--- config.mk ---
export PLATFORM = sky130hd
export DESIGN_NAME = led_mode_controller
export DESIGN_NICKNAME = d
export VERILOG_FILES = /design/src/rtl/led_ctrl_pkg.sv /design/src/rtl/led_tick_gen.sv /design/src/rtl/led_mode_controller.sv
export SDC_FILE = /design/constraint.sdc
export NUM_CORES = 1
export LEC_CHECK = 0
export CAP_MARGIN = 10
export CORE_MARGIN = 5
export CORE_UTILIZATION = 45
export CTS_CLUSTER_SIZE = 12
export DETAILED_ROUTE_END_ITERATION = 16
export PLACE_DENSITY = 0.73
export SLEW_MARGIN = 30
export SYNTH_ARGS = -nofsm -noshare
export SYNTH_HDL_FRONTEND = slang
export SYNTH_SLANG_ARGS = --single-unit
--- constraint.sdc ---
create_clock -name clk -period 5.9 [get_ports clk]
set_clock_uncertainty 0.1 [all_clocks]
set_input_delay 1.18 -clock clk [delete_from_list [all_inputs] [get_ports clk]]
set_output_delay 1.18 -clock clk [all_outputs]
set_load 0.01 [all_outputs]
--- src/rtl/led_ctrl_pkg.sv ---
`default_nettype none
// ============================================================================
//  Module      : led_ctrl_pkg
//  Description : Shared constants for the LED mode controller.
//                - Mode and rate encodings.
//                - The initial LED pattern loaded for each mode.
//                - The mapping from rate code to step period in clock cycles.
//  Ports       : none (package)
//  Revision    : 1.0 - initial release
// ============================================================================
package led_ctrl_pkg;

  // Width of the step counter and of the period value.
  localparam int unsigned c_cnt_w = 32;

  // Mode encodings as seen on cmd_mode and mode.
  typedef enum logic [1:0] {
    MODE_OFF   = 2'd0,
    MODE_COUNT = 2'd1,
    MODE_BLINK = 2'd2,
    MODE_SHIFT = 2'd3
  } led_mode_t;

  // Rate encodings as seen on cmd_rate.
  localparam logic [1:0] c_rate_div8 = 2'd0;  // P = CLK_FREQ/8
  localparam logic [1:0] c_rate_div4 = 2'd1;  // P = CLK_FREQ/4
  localparam logic [1:0] c_rate_div2 = 2'd2;  // P = CLK_FREQ/2
  localparam logic [1:0] c_rate_div1 = 2'd3;  // P = CLK_FREQ

  // Pattern shown right after a mode is loaded.
  localparam logic [7:0] c_init_off   = 8'h00;
  localparam logic [7:0] c_init_count = 8'h00;
  localparam logic [7:0] c_init_blink = 8'hFF;
  localparam logic [7:0] c_init_shift = 8'h01;

  // SHIFT bounce end points.
  localparam logic [7:0] c_shift_msb = 8'h80;
  localparam logic [7:0] c_shift_lsb = 8'h01;

  function automatic logic [7:0] init_pattern(input led_mode_t m);
    logic [7:0] v;
    case (m)
      MODE_COUNT: v = c_init_count;
      MODE_BLINK: v = c_init_blink;
      MODE_SHIFT: v = c_init_shift;
      default:    v = c_init_off;
    endcase
    return v;
  endfunction

  // Step period in clock cycles for a rate code. CLK_FREQ is a multiple of 8,
  // so every division here is exact.
  function automatic logic [c_cnt_w-1:0] rate_period(input logic [1:0] rate,
                                                     input int unsigned clk_freq);
    logic [c_cnt_w-1:0] v;
    case (rate)
      c_rate_div8: v = clk_freq / 32'd8;
      c_rate_div4: v = clk_freq / 32'd4;
      c_rate_div2: v = clk_freq / 32'd2;
      default:     v = clk_freq;
    endcase
    return v;
  endfunction

endpackage : led_ctrl_pkg
`default_nettype wire

--- src/rtl/led_tick_gen.sv ---
`default_nettype none
// ============================================================================
//  Module      : led_tick_gen
//  Description : Step prescaler. Counts enabled cycles from 0 to period-1 and
//                raises tick for the cycle in which the count sits at
//                period-1; the count wraps to 0 on the following edge.
//  Ports       : clk    - clock, rising edge
//                rst    - asynchronous active-high reset
//                clear  - synchronous clear of the count (wins over enable)
//                enable - count advances only while high
//                period - step period in cycles (>= 2)
//                tick   - one-cycle step pulse
//  Revision    : 1.0 - initial release
// ============================================================================
module led_tick_gen
  import led_ctrl_pkg::*;
(
  input  logic               clk,
  input  logic               rst,
  input  logic               clear,
  input  logic               enable,
  input  logic [c_cnt_w-1:0] period,
  output logic               tick
);

  logic [c_cnt_w-1:0] r_count;
  logic               w_at_end;

  // Unsigned compare against the last count value of the period.
  assign w_at_end = (r_count == (period - 32'd1));

  // Combinational off the count register so the pulse lands in the same
  // cycle the count reaches period-1, and drops to 0 as soon as reset or
  // clear take effect.
  assign tick = enable && !clear && w_at_end;

  always_ff @(posedge clk or posedge rst) begin
    if (rst) begin
      r_count <= '0;
    end else if (clear) begin
      r_count <= '0;
    end else if (enable) begin
      r_count <= w_at_end ? '0 : (r_count + 32'd1);
    end
  end

endmodule : led_tick_gen
`default_nettype wire

--- src/rtl/led_mode_controller.sv ---
`default_nettype none
// ============================================================================
//  Module      : led_mode_controller
//  Description : Drives an 8-bit LED pattern in one of four modes (OFF,
//                COUNT, BLINK, SHIFT), stepping once every P cycles. A
//                command (mode + rate) is accepted with a valid/ready
//                handshake, latched, and applied one cycle later in LOAD,
//                which restarts the pattern and the step counter.
//  Parameters  : CLK_FREQ  - clock frequency in Hz (multiple of 8, >= 16)
//  Ports       : clk       - clock, rising edge
//                rst       - asynchronous active-high reset
//                cmd_valid - command offered
//                cmd_ready - command can be accepted (high in RUN)
//                cmd_mode  - requested mode (0 OFF,1 COUNT,2 BLINK,3 SHIFT)
//                cmd_rate  - requested rate code (period CLK_FREQ/8 .. /1)
//                pause     - freezes stepping while high
//                leds      - registered LED pattern
//                mode      - registered active mode
//                tick      - one-cycle pulse marking each step
//  Revision    : 1.0 - initial release
// ============================================================================
module led_mode_controller
  import led_ctrl_pkg::*;
#(
  parameter int unsigned CLK_FREQ = 25_000_000
) (
  input  logic       clk,
  input  logic       rst,
  input  logic       cmd_valid,
  output logic       cmd_ready,
  input  logic [1:0] cmd_mode,
  input  logic [1:0] cmd_rate,
  input  logic       pause,
  output logic [7:0] leds,
  output logic [1:0] mode,
  output logic       tick
);

  typedef enum logic [0:0] {
    ST_RUN  = 1'b0,
    ST_LOAD = 1'b1
  } state_t;

  state_t             r_state;
  led_mode_t          r_lat_mode;
  logic [1:0]         r_lat_rate;
  led_mode_t          r_mode;
  logic [c_cnt_w-1:0] r_period;
  logic [7:0]         r_leds;
  logic               r_dir_left;

  logic               w_accept;
  logic               w_load;
  logic               w_step_en;
  logic               w_tick;
  logic [7:0]         w_next_leds;
  logic               w_next_dir_left;

  assign cmd_ready = (r_state == ST_RUN);
  assign w_accept  = cmd_valid && cmd_ready;
  assign w_load    = (r_state == ST_LOAD);

  // An accepted command suppresses the step of that cycle, so a command
  // arriving exactly at count P-1 produces neither a tick nor a step.
  assign w_step_en = (r_state == ST_RUN) && (r_mode != MODE_OFF) &&
                     !pause && !w_accept;

  led_tick_gen u_tick_gen (
    .clk    (clk),
    .rst    (rst),
    .clear  (w_load),
    .enable (w_step_en),
    .period (r_period),
    .tick   (w_tick)
  );

  // Next pattern for one step in the current mode.
  always_comb begin
    w_next_leds     = r_leds;
    w_next_dir_left = r_dir_left;
    case (r_mode)
      MODE_COUNT: w_next_leds = r_leds + 8'd1;
      MODE_BLINK: w_next_leds = ~r_leds;
      MODE_SHIFT: begin
        // Bounce: turn around at either end instead of wrapping.
        if (r_dir_left) begin
          if (r_leds == c_shift_msb) begin
            w_next_leds     = c_shift_msb >> 1;
            w_next_dir_left = 1'b0;
          end else begin
            w_next_leds = r_leds << 1;
          end
        end else begin
          if (r_leds == c_shift_lsb) begin
            w_next_leds     = c_shift_lsb << 1;
            w_next_dir_left = 1'b1;
          end else begin
            w_next_leds = r_leds >> 1;
          end
        end
      end
      default: begin
        w_next_leds     = r_leds;
        w_next_dir_left = r_dir_left;
      end
    endcase
  end

  // Command FSM and pattern registers.
  always_ff @(posedge clk or posedge rst) begin
    if (rst) begin
      r_state    <= ST_RUN;
      r_lat_mode <= MODE_OFF;
      r_lat_rate <= c_rate_div8;
      r_mode     <= MODE_OFF;
      r_period   <= rate_period(c_rate_div8, CLK_FREQ);
      r_leds     <= c_init_off;
      r_dir_left <= 1'b1;
    end else begin
      case (r_state)
        ST_RUN: begin
          if (w_accept) begin
            r_lat_mode <= led_mode_t'(cmd_mode);
            r_lat_rate <= cmd_rate;
            r_state    <= ST_LOAD;
          end else if (w_tick) begin
            r_leds     <= w_next_leds;
            r_dir_left <= w_next_dir_left;
          end
        end
        ST_LOAD: begin
          // The tick generator is cleared in this same cycle.
          r_mode     <= r_lat_mode;
          r_period   <= rate_period(r_lat_rate, CLK_FREQ);
          r_leds     <= init_pattern(r_lat_mode);
          r_dir_left <= 1'b1;
          r_state    <= ST_RUN;
        end
        default: r_state <= ST_RUN;
      endcase
    end
  end

  assign leds = r_leds;
  assign mode = r_mode;
  assign tick = w_tick;

endmodule : led_mode_controller
`default_nettype wire

==> reports/metrics.cfg <==
[yosys]
syn_avg_cell_area_um2=8.82
synth.top_cell.area_share_pct=34.0
syn_nets=447
ys_async_sr_fraction_pct=100
yosysWarnings=0
ys_ff_latch=59
yosys_most_used_dff=dfrtp_1
synth_edf_count=0
syn_area_um2=3830
synth_top_area_cell=dfrtp_1
yosysSeqAreaShare_pct=38.8
yosysUniqueCellTypes=63
syn_inst=434
synth_area_leaders=dfrtp_1 (34%), dfstp_2 (4.8%), nand3_1 (4.4%)

[sta]
hold_viol=0
fin_tns_setup_ns=0
fin_crit_ns=4.77
fin_ws_ns=1.13
worst_pin_slew_ns=0.779
maxSlewHeadroom_pct=47.6
rsz0062_at_grt=false
period_share_pct=80.8
max_freq_ghz=0.210
drv_slew=0
final-setup-viol-count=0

[final_layout]
final_util_pct=50.5
final_layout_size_suffix_gt1_share_pct=11.0
n_antenna_cell=0
final_cell_mix=dfrtp_1 (51), nand2_1 (44), nand3_1 (34)
mostFrequentLayoutCell=dfrtp_1
final_nets=446
syn2layout_area_growth_pct=8.95

[drt]
ant_nets=0
via_per_inst=6.21
drtIter0Drc=221
vias=3373
drt_wl_total_mm=9.16
dr.pass1.iters=5
wl_per_cell_um=16.9
drc=0

[worst_setup_path]
worst-r2r-cell-count=8
max_stage_delay_ns=0.66
reg2reg_slack_ns=2.70
r2r-end=leds[0]
crit_path_end_kind=output pin
cp_data_arrival_time_ns=3.49
cp_max_fo=6
cp_cell_sequence=inv_1 -> ha_1 -> nor2b_1 -> or4_1 -> a311oi_2 -> nor4b_1 -> clkdlybuf4s50_1
cpMaxStageDelayCell=clkdlybuf4s50_1
crit_path_start_kind=register
cp.required_ns=4.62
critPathKind=register to output pin
r2r_start=r_period[8]

[floorplan]
rows=33
die_h_um=102
core-area_um2=8260
die_x_um=102
die_area_um2=10500
start_util_pct=46.4
io_pins=20

[power_and_ir_drop]
p_seq_share_pct=48.0
powerDensity_nw_per_um2=256
clkPwrFrac_pct=30.1
p_int_w=0.000705
peakVddDrop_uv=148
p_switching_w=0.000363
p_leak_nw=1.64
pwr-share-comb_pct=21.9
fin_total_pwr_w=0.00107
swShare_pct=34.0

[hold_path]
holdPathEnd=r_period[15]
worst_hold_path.num_cells=2
hold_start=r_period[15]
min_path_type=register to register

[cts]
cts_setup_buffers=0
cts-htree-levels=3
cts_tree=yes
cts_buffer_depth=2
cts_made_buffers=9
clk_latency_ns=0.34
hold_buffers=0
cts_resized=0
cts.sink_count=59
clk_pin_slew_worst_paths_ns=0.07
root_buffer=clkbuf_8

[global_route]
grt-ovfl-total=0
antenna_found_initial=0
grt_pass1_wl_mm=16.1
grt_max_degree=60
grt_pass1_vias=3333
track_usage_pct=19.3

[placed_design]
io_buffers=19
pre_cts_slack_ns=1.25
place_congestion=0.846
place.detailed.hpwl_mm=6.21

[run_status]
outcome=completed

[job]
maxCapViolCount=0

-- cell usage after synthesis, drive strengths merged, types with 8 or more instances --
| cell | instances |
|---|---|
| and3 | 9 |
| o311ai | 9 |
| nor2 | 17 |
| dfrtp | 52 |
| clkbuf | 23 |
| nand4 | 26 |
| o21ai | 18 |
| buf | 11 |
| or3 | 11 |
| mux2i | 9 |
| inv | 20 |
| xor2 | 14 |
| nand2 | 45 |
| xnor2 | 8 |
| nor4 | 10 |
| a21oi | 9 |
| nor3 | 17 |
| nand3 | 34 |
-- kinds of logic after synthesis --
group                    Yosys count  share of synthesized area (%)
flip-flops                        59                           38.8
AND/OR/NAND/NOR                  198                           28.9
adder cells (fa/ha/maj)            5                           1.63
AO/OA/AOI/OAI                     82                           15.2
multiplexers                      13                           3.53
XOR/XNOR                          22                           5.03
buffers and inverters             55                           6.93
-- final cells by class --
type	count	area, um^2
fillers	784	4090
multi-input cells	320	2090
flip-flops and latches	59	1490
repair buffers	23	220
well taps	105	131
clock buffers	9	124
inverters	20	75.1
clock inverters	7	45.0
-- how the worst max path moves through the flow --
stage           startpoint   end  slack, ns  cells after the start
2_1_floorplan        pause  tick       2.19                      3
3_3_place_gp         pause  tick       1.30                      5
3_5_place_dp         pause  tick       1.25                      5
4_1_cts        r_period[8]  tick       1.09                      7
5_1_grt        r_period[8]  tick       0.95                      7
6_report       r_period[8]  tick       1.13                      7
-- metal layers --
metal	global-route usage (%)	vias to the layer above	share of wire [%]
met5	0	-	0
met2	30.8	103	49
met1	25.9	1643	45
li1	-	1610	-
met4	7.97	0	1.8
met3	3.48	17	4.3
-- through the flow --
step,area (um^2),instances,hold WS [ns]
global placement,4000,527,0.366
detailed placement,4000,527,0.379
floorplan,3830,434,0.355
CTS,4170,543,0.390
finish,4170,543,0.390
global route,4170,543,0.413
-- power groups by stage --
| stage | sequential [W] | clock (W) | combinational [W] |
|---|---|---|---|
| final | 0.000513 | 0.000321 | 0.000234 |
| after global routing | 0.000521 | 0.000350 | 0.000263 |
| after CTS | 0.000512 | 0.000330 | 0.000236 |
| after detailed placement | 0.000519 | 0 | 0.000234 |
| after global placement | 0.000517 | 0 | 0.000227 |
| after floorplan | 0.000485 | 0 | 0.000196 |
-- worst max-delay path: cells and delay by family (launching register included) --
kind / cells / cell delay, ns
flip-flops: 1 / 0.58
AND/OR/NAND/NOR: 3 / 1.20
adder cells (fa/ha/maj): 1 / 0.25
AO/OA/AOI/OAI: 1 / 0.37
buffers and inverters: 2 / 0.76
-- state kept, by name, indices dropped and copies added (netlist names) --
name and count:
r_dir_left 1, r_period 11, u_tick_gen.r_count 32, r_state 1, mode 2, leds 8
r_lat_rate 2, r_lat_mode 2
(Power assumes the default switching activity.)
